### src/rtl/rat_ctrl_pkg.sv
// Shared constants for the flag / interrupt control slice.
// Build option: RAT_INT_SYNC_EN selects a 2-flop INTR synchronizer.
// When it is undefined, INTR is registered once.
package rat_ctrl_pkg;

    // Flag load source select values for FLG_LD_SEL
    localparam logic FLG_SRC_ALU  = 1'b0;
    localparam logic FLG_SRC_SHAD = 1'b1;

    // Number of flops that condition INTR before edge detection
`ifdef RAT_INT_SYNC_EN
    localparam int unsigned INT_SYNC_DEPTH = 2;
`else
    localparam int unsigned INT_SYNC_DEPTH = 1;
`endif

endpackage

### src/rtl/int_edge_det.sv
// Conditions an asynchronous level input and emits a one-cycle pulse per
// low-to-high transition. Depth comes from INT_SYNC_DEPTH, which is
// controlled by the RAT_INT_SYNC_EN build option.
module int_edge_det
    import rat_ctrl_pkg::*;
(
    input  logic clk,
    input  logic RESET,
    input  logic async_in,
    output logic edge_out
);

    localparam int unsigned D = INT_SYNC_DEPTH;

    // smp_q[D-1] is the last conditioned sample; smp_q[D] is its delayed copy.
    // vld_q tracks which stages hold a real post-reset sample, so a level that
    // was already high through reset release is not mistaken for an edge.
    logic [D:0] smp_q, smp_d;
    logic [D:0] vld_q, vld_d;

    // Shift the sample and its validity marker down the chain
    always_comb begin
        smp_d = {smp_q[D-1:0], async_in};
        vld_d = {vld_q[D-1:0], 1'b1};
    end

    // Sample chain registers, cleared by reset
    always_ff @(posedge clk) begin
        if (RESET) begin
            smp_q <= '0;
            vld_q <= '0;
        end else begin
            smp_q <= smp_d;
            vld_q <= vld_d;
        end
    end

    assign edge_out = smp_q[D-1] & ~smp_q[D] & vld_q[D];

endmodule

### src/rtl/flags_int_unit.sv
// Carry/zero flags with a shadow copy, interrupt enable, and a latched
// interrupt request. INTR passes through int_edge_det; RAT_INT_SYNC_EN
// adds a second synchronizer flop (one extra cycle of INTR latency).
module flags_int_unit
    import rat_ctrl_pkg::*;
(
    input  logic clk,
    input  logic RESET,
    input  logic ALU_C,
    input  logic ALU_Z,
    input  logic C_CLEAR,
    input  logic C_SET,
    input  logic C_LD,
    input  logic Z_LD,
    input  logic FLG_LD_SEL,
    input  logic FLG_SHAD_LD,
    input  logic I_SET,
    input  logic I_CLR,
    input  logic INTR,
    output logic C_FLAG,
    output logic Z_FLAG,
    output logic I_FLAG,
    output logic INTV,
    output logic INT_PEND
);

    logic c_q, c_d;
    logic z_q, z_d;
    logic shad_c_q, shad_c_d;
    logic shad_z_q, shad_z_d;
    logic i_q, i_d;
    logic pend_q, pend_d;
    logic intr_edge;
    logic use_shad;

    int_edge_det u_int_edge_det (
        .clk      (clk),
        .RESET    (RESET),
        .async_in (INTR),
        .edge_out (intr_edge)
    );

    assign use_shad = (FLG_LD_SEL == FLG_SRC_SHAD);

    // Next-state for flags, shadow, interrupt enable and pending request
    always_comb begin
        c_d      = c_q;
        z_d      = z_q;
        shad_c_d = shad_c_q;
        shad_z_d = shad_z_q;
        i_d      = i_q;
        pend_d   = pend_q;

        if (C_CLEAR)
            c_d = 1'b0;
        else if (C_SET)
            c_d = 1'b1;
        else if (C_LD)
            c_d = use_shad ? shad_c_q : ALU_C;

        if (Z_LD)
            z_d = use_shad ? shad_z_q : ALU_Z;

        // Shadow captures the pre-edge live flags, not same-cycle loads
        if (FLG_SHAD_LD) begin
            shad_c_d = c_q;
            shad_z_d = z_q;
        end

        if (I_CLR)
            i_d = 1'b0;
        else if (I_SET)
            i_d = 1'b1;

        // A fresh edge beats the acknowledge so a request is never lost
        if (intr_edge)
            pend_d = 1'b1;
        else if (FLG_SHAD_LD)
            pend_d = 1'b0;
    end

    // State registers; reset overrides every strobe
    always_ff @(posedge clk) begin
        if (RESET) begin
            c_q      <= 1'b0;
            z_q      <= 1'b0;
            shad_c_q <= 1'b0;
            shad_z_q <= 1'b0;
            i_q      <= 1'b0;
            pend_q   <= 1'b0;
        end else begin
            c_q      <= c_d;
            z_q      <= z_d;
            shad_c_q <= shad_c_d;
            shad_z_q <= shad_z_d;
            i_q      <= i_d;
            pend_q   <= pend_d;
        end
    end

    assign C_FLAG   = c_q;
    assign Z_FLAG   = z_q;
    assign I_FLAG   = i_q;
    assign INT_PEND = pend_q;
    assign INTV     = pend_q & i_q;

endmodule

### config.mk
export PLATFORM = sky130hd
export DESIGN_NAME = flags_int_unit
export DESIGN_NICKNAME = d
export VERILOG_FILES = /design/src/rtl/rat_ctrl_pkg.sv /design/src/rtl/int_edge_det.sv /design/src/rtl/flags_int_unit.sv
export SDC_FILE = /design/constraint.sdc
export NUM_CORES = 1
export LEC_CHECK = 0
export CAP_MARGIN = 30
export CORE_AREA = 2 2 39 41
export CTS_BUF_LIST = sky130_fd_sc_hd__clkbuf_4
export DETAILED_ROUTE_END_ITERATION = 10
export DIE_AREA = 0 0 41 43
export SYNTH_ARGS = -nofsm -noshare
export SYNTH_HDL_FRONTEND = slang
export SYNTH_SLANG_ARGS = --single-unit
### constraint.sdc
create_clock -name clk -period 0.9 [get_ports clk]
set_input_delay 0.135 -clock clk [delete_from_list [all_inputs] [get_ports clk]]
set_output_delay 0.135 -clock clk [all_outputs]
set_load 0.01 [all_outputs]
==> results.json, run 1 <==
{
  "via_count_of_the_first_global_routing_pass": 279,
  "htree_num_levels": 1,
  "worst_skew_pair.late_latency_ns": 0.26,
  "routed_via_density": 4.13,
  "path_max_fanout": 2,
  "place_congestion": 0.626,
  "cp_data_required_time_ns": 0.76,
  "synth.largest_area_cell": "dfxtp_1",
  "synth.cell_area_sq_um": 358,
  "syn-mean-instance-area_sq_um": 10.8,
  "antenna_found_initial": 0,
  "cts-buffers-inserted": 3,
  "r2r.worst_path.cells": 3,
  "power_frac_seq": 0.514,
  "part_of_the_yosys_area_used_for_sequential_elements": 0.559,
  "rsz_0062_raised_after_global_routing": "true",
  "slew_headroom": 0.865,
  "final_clock_skew_ns": 0.00227,
  "yosys.cell_count.top_type": "dfxtp_1",
  "cts_hold_buffers": 0,
  "dr_total_vias": 310,
  "holdPathStages": 3,
  "max_freq_mhz": 1020,
  "switching_power_mw": 0.204,
  "deepest_clock_path_buffer_count": 2,
  "globalRouteTotalUtil": 0.111,
  "clk_pin_slew_worst_paths_ns": 0.06,
  "worst-endpoint-arrival_ns": 0.84,
  "worst_setup_path_start_kind": "flip-flop",
  "synth_top_area_share": 0.559,
  "final_net_count": 73,
  "power.ir.vdd_worst_v": 0.000841,
  "synth_async_sr_flop_share": 0,
  "placed_cells_incl_taps": 70,
  "grt_overflow_total": 0,
  "port-buffer-count": 17,
  "post_route_minimum_period_ns": 0.980,
  "end_kind": "output pin",
  "remaining_drc_errors": 0,
  "switching_share": 0.222,
  "setup_viol_count_final": 2,
  "dp_hpwl_microns": 585,
  "seqCellArea_sq_um": 204,
  "wl_microns": 735,
  "timing.final.ws_setup_ns": -0.0798,
  "post_dp_cell_area_sq_um": 574,
  "yosysWarnings": 0,
  "die_height_microns": 43,
  "io_pins": 18,
  "antenna-diode-count": 0,
  "r2r-start": "C_FLAG",
  "outcome": "complete, but fails checks",
  "fin_util": 0.434,
  "hold_start": "FLG_LD_SEL",
  "drt_iter0_drc": 2,
  "transition_at_the_pin_with_the_smallest_max_transition_slack_ns": 0.202,
  "stdcell_area_sq_um": 601,
  "hold_class": "in2reg",
  "grt_first_pass_wirelength_microns": 1190,
  "regToRegEndpoint": "C_FLAG",
  "rows": 14,
  "final_max_slew_viol_count": 0,
  "combPwrFrac": 0.146,
  "total_neg_setup_slack_ns": -0.130,
  "ys_top_cells_by_count": "dfxtp_1 (10), mux2i_1 (4), nor2_1 (4)",
  "crit_path_class": "reg2out",
  "power_frac_clock": 0.340,
  "grt_start_max_net_pins": 7,
  "drt-wirelength-per-cell_microns": 9.80,
  "synth_enable_flop_cells": 0,
  "internal-power_mw": 0.715,
  "effective_utilization_at_floorplan": 0.259,
  "netlist_top_cells_area": "dfxtp_1 (56%), mux2i_1 (11%), and2b_2 (7.3%), nor2_1 (4.2%), buf_6 (3.1%)",
  "synth_ff_type": "dfxtp_1",
  "failed_checks": "setup timing",
  "first_pass_iters": 2,
  "cts_tree": "built",
  "area_of_the_multi_input_gates_sq_um": 145,
  "cap_viol_max_count": 0,
  "post_synthesis_net_count": 46,
  "finalHoldViolations": 0,
  "power-per-cell-area_nw_per_um2": 1530,
  "post_route_cells_drive_above_1_share": 0.356,
  "clk_root_buffer_cell": "clkbuf_4",
  "fin_crit_sh": 1.09,
  "synth_seq_cells": 10,
  "dieWidth_microns": 41,
  "flow.area_growth_from_synthesis_pct": 67.8,
  "whs_endpoint": "Z_FLAG",
  "core_area_sq_um": 1380,
  "netlist_instances": 33,
  "regToRegSetupSlack_ns": 0.06,
  "drtAntennaViolNets": 0,
  "number_of_sinks_driven_by_the_clock_tree": 10,
  "synth_cell_types": 14,
  "design.die.area_sq_um": 1760,
  "final.fill_count": 152,
  "p_leak_nw": 0.284,
  "finish.cell_count_without_fillers": 75
}
## worst max-delay path: stages (launching register included)
cell	delay (ns)
dfxtp_2	0.31
and2_1	0.14
buf_2	0.13
## placed cells by master (no fill, tap or decap), types with 2 or more instances in the layout
cell type / netlist / routed
mux2i_1: 4 / 4
and2b_2: 3 / 3
dfxtp_2: 0 / 3
buf_4: 0 / 6
buf_2: 0 / 4
nor2_1: 4 / 4
nor3_1: 2 / 2
clkbuf_4: 0 / 3
inv_1: 2 / 2
dfxtp_1: 10 / 7
clkdlybuf4s50_1: 0 / 10
## registers in the layout, indices dropped and copies added (netlist names)
signal	cells
u_int_edge_det.smp_q	2
shad_z_q	1
C_FLAG	1
shad_c_q	1
Z_FLAG	1
u_int_edge_det.vld_q	2
I_FLAG	1
INT_PEND	1
## power by group through the flow
stage | clock network (mW) | logic [mW] | registers (mW)
finish | 0.312 | 0.134 | 0.472
global route | 0.355 | 0.147 | 0.474
CTS | 0.326 | 0.127 | 0.472
detailed placement | 0 | 0.136 | 0.482
global placement | 0 | 0.136 | 0.481
floorplan | 0 | 0.0388 | 0.486
## metrics by stage
| step | worst slack [ns] | power [mW] | hold WS (ns) |
|---|---|---|---|
| finish | -0.0798 | 0.918 | 0.310 |
| global route | -0.123 | 0.975 | 0.325 |
| CTS | -0.0954 | 0.925 | 0.381 |
| detailed placement | -0.337 | 0.618 | 0.441 |
| global placement | -0.367 | 0.617 | 0.439 |
| floorplan | 0.164 | 0.525 | 0.212 |
## repair_timing
action,in CTS,in global routing
endpoints found under the setup margin,6,3
gates cloned,0,0
pin swaps,0,1
setup buffers,0,1
resized for setup,23,4
## how the worst max path moves through the flow
stage / from / to / slack, ns
after floorplan: C_FLAG / C_FLAG / 0.16
after global placement: RESET / C_FLAG / -0.37
after detailed placement: RESET / C_FLAG / -0.34
after CTS: I_FLAG / INTV / -0.1
after global routing: I_FLAG / INTV / -0.12
final: I_FLAG / INTV / -0.08
## cell type report
class | instances | area share
Multi-Input combinational cell | 20 | 0.242
Inverter | 2 | 0.0125
Clock buffer | 3 | 0.0375
Tap cell | 16 | 0.0333
Clock inverter | 1 | 0.00625
Sequential cell | 10 | 0.340
Timing Repair Buffer | 23 | 0.329
## layer usage
layer,up-vias,wire length (microns),global-route usage
met5,-,0,0
met4,0,14,0.0600
met3,2,82,0.0838
met2,13,310,0.144
met1,133,326,0.129
li1,162,-,-
## logic make-up (layout without fill, tap and decap cells)
| logic type | after synthesis | in the layout | share of synthesized area |
|---|---|---|---|
| AND/OR/NAND/NOR | 13 | 13 | 0.217 |
| AO/OA/AOI/OAI | 3 | 3 | 0.0594 |
| buffers and inverters | 3 | 29 | 0.0525 |
| multiplexers | 4 | 4 | 0.112 |
| flip-flops | 10 | 10 | 0.559 |
No activity file was read; power rests on OpenSTA's default activity.
==> run 2, diff against run 1 <==
--- a/config.mk
+++ b/config.mk
@@ -10,6 +10,7 @@
 export CTS_BUF_LIST = sky130_fd_sc_hd__clkbuf_4
 export DETAILED_ROUTE_END_ITERATION = 10
 export DIE_AREA = 0 0 41 43
+export MAX_ROUTING_LAYER = met4
 export SYNTH_ARGS = -nofsm -noshare
 export SYNTH_HDL_FRONTEND = slang
 export SYNTH_SLANG_ARGS = --single-unit
==> results of run 2 <==
No change in the layout: final DEF, timing and power equal those of run 1.
Among the figures that moved: final weighted congestion in routability-driven placement 0.626 -> 0.631; overall routing resource usage 0.111 -> 0.114
==> edit (settings of run 1) <==
Add a define of `RAT_INT_SYNC_EN`.
--- a/src/rtl/rat_ctrl_pkg.sv
+++ b/src/rtl/rat_ctrl_pkg.sv
@@ -3,2 +3,4 @@
 // When it is undefined, INTR is registered once.
+`define RAT_INT_SYNC_EN
+
 package rat_ctrl_pkg;
Behaviour: not the same (Yosys sat finds a counterexample within 4 cycles, from zero or initial values and one cycle with RESET high).
==> edit against run 1 <==
- sequential cell count grew 2
- routed wire length decreased by 0.14%
- clock power shrank 4%
- power increased by 6.6%
- the run still ends with negative setup slack left
- die area unchanged
- worst setup slack got worse by 0.0027 ns
- area after synthesis up 11%
- cell area decreased by 0.21%
- critical path depth stayed put
==> edit: results (changes against run 1) <==
Placed design:
- The detailed-placement wirelength estimate is 543 um (-7.1%).
- The standard cell area after detailed placement was 597 um^2 (+3.9%).
- The number of placed instances with taps included came to 71 (+1.4%).
- The routability congestion estimate from global placement is 0.609 (-2.7%).
- The minimum setup slack after placement is -0.207 ns (+0.129 ns).

Outcome:
- The run finished, with violations left.
- The checks that failed: negative setup slack.

CTS:
- The maximum clock insertion buffer count is 2 (unchanged).
- The quantity of gates resized following cts is 24 (+4.3%).
- The number of hold buffers added after cts is 0 (unchanged).

Timing:
- The worst slew margin relative to its limit is 86.8% (+0.37 points).
- The final setup skew is 0.00223 ns (-0.0000320 ns).
- The count of endpoints failing setup in the final report is 1 (-1).
- The final setup slack of the worst path was -0.0825 ns (-0.00266 ns).
- The summed negative setup slack over all endpoints was -0.0825 ns (+0.0476 ns).

Yosys:
- In the post-synthesis netlist, the biggest area contributors are sky130_fd_sc_hd__dfxtp_1, sky130_fd_sc_hd__mux2i_1, sky130_fd_sc_hd__nor2b_1.
- The synthesized area divided by synthesized cell count came to 10.7 um^2 (-1.1%).
- The synthesized net count is 50 (+8.7%).
- The number of warnings reported in the yosys synthesis log is 0 (unchanged).
- The sequential area share after synthesis is 60.6% (+4.6 points).
- The commonest cells after synthesis are sky130_fd_sc_hd__dfxtp_1, sky130_fd_sc_hd__nor2b_1, sky130_fd_sc_hd__mux2i_1, sky130_fd_sc_hd__nor2_1.
- The count of cell types in the netlist is 14 (unchanged).

Setup path:
- The highest fanout seen on the critical path came to 3 (+1).
- Data arrives at the worst endpoint at ~0.85 ns.
- The kind of cell with the highest combined delay along the critical path is flip-flops.
- On the worst path, the slowest cell contributes a delay of approximately 0.32 ns.

Route:
- The routed length on met3 was 70 um (-15%).
- The met1 routed wirelength after detailed routing is 327 um (+0.31%).
- The routed length on met2 was 313 um (+0.97%).
- The total length of routed wires is 734 um (-0.14%).
- The detailed-routing iteration count for the pre-antenna-repair pass is 1 (-1).
- The total via count in the routed design is 321 (+3.5%).
- The wire length per cell was 9.92 um (+1.2%).
- The violation count after the first detailed-routing iteration was 0 (-2).

Global routing:
- The wire length of the first global-routing pass is 1090 um (-8.6%).
- The all-layer global routing usage is 10.0% (-1.1 points).
- The pin count of the biggest net entering global routing was 12 (+5).
- The global-route met2 utilization is 12.2% (-2.2 points).
- The met1 track demand over resource is 11.8% (-1.0 points).
- The number of global-route vias before repair is 255 (-8.6%).

Hold path:
- The cell count of the worst hold path came to 2 (-1).

Power:
- The switching component of the power is 193 uW (-5.5%).
- The logic gate share of total power is 11.8% (-2.8 points).
- The maximum vdd ir drop was 715 uV (-15%).
- The power drawn by the combinational cells is 115 uW (-14%).
- The leakage power total is 0.262 nW (-7.6%).

Cells and area:
- The fraction of layout cells with a size suffix above 1 came to 24.1% (-11 points).
- The total of fill cells in the finished design is 150 (-1.3%).
- In the final layout, the registers with the most flip-flops are u_int_edge_det.smp_q: 3 flops, u_int_edge_det.vld_q: 3 flops.

Die:
- The starting utilization of the core area is 28.7% (+2.8 points).
-- edit: final cells by class --
type	count	area, um^2	share of cell area (%)
flip-flops and latches	12	245	40.9
inverters	2	7.51	1.25
well taps	16	20.0	3.34
multi-input cells	22	144	24.0
repair buffers	19	160	26.7
clock buffers	3	22.5	3.76
-- edit: cell families (layout without fill, tap and decap cells) --
family / Yosys count / after routing / share of synthesized area (%)
compound gates: 3 / 3 / 5.36
buf+inv: 3 / 24 / 3.15
flops: 12 / 12 / 60.6
mux: 4 / 4 / 10.1
simple gates: 15 / 15 / 20.8
-- edit: path summary, 6_finish.rpt --
check / slack, ns / endpoint / from
max: -0.08 / INTV / INT_PEND$_SDFFE_PP0P_
min: 0.42 / I_FLAG$_SDFFE_PP0P_ / I_CLR
max reg2reg: 0.10 / C_FLAG$_SDFFE_PP0P_ / C_FLAG$_SDFFE_PP0P_
min reg2reg: 0.43 / u_int_edge_det.smp_q[1]$_SDFF_PP0_ / u_int_edge_det.smp_q[0]$_SDFF_PP0_
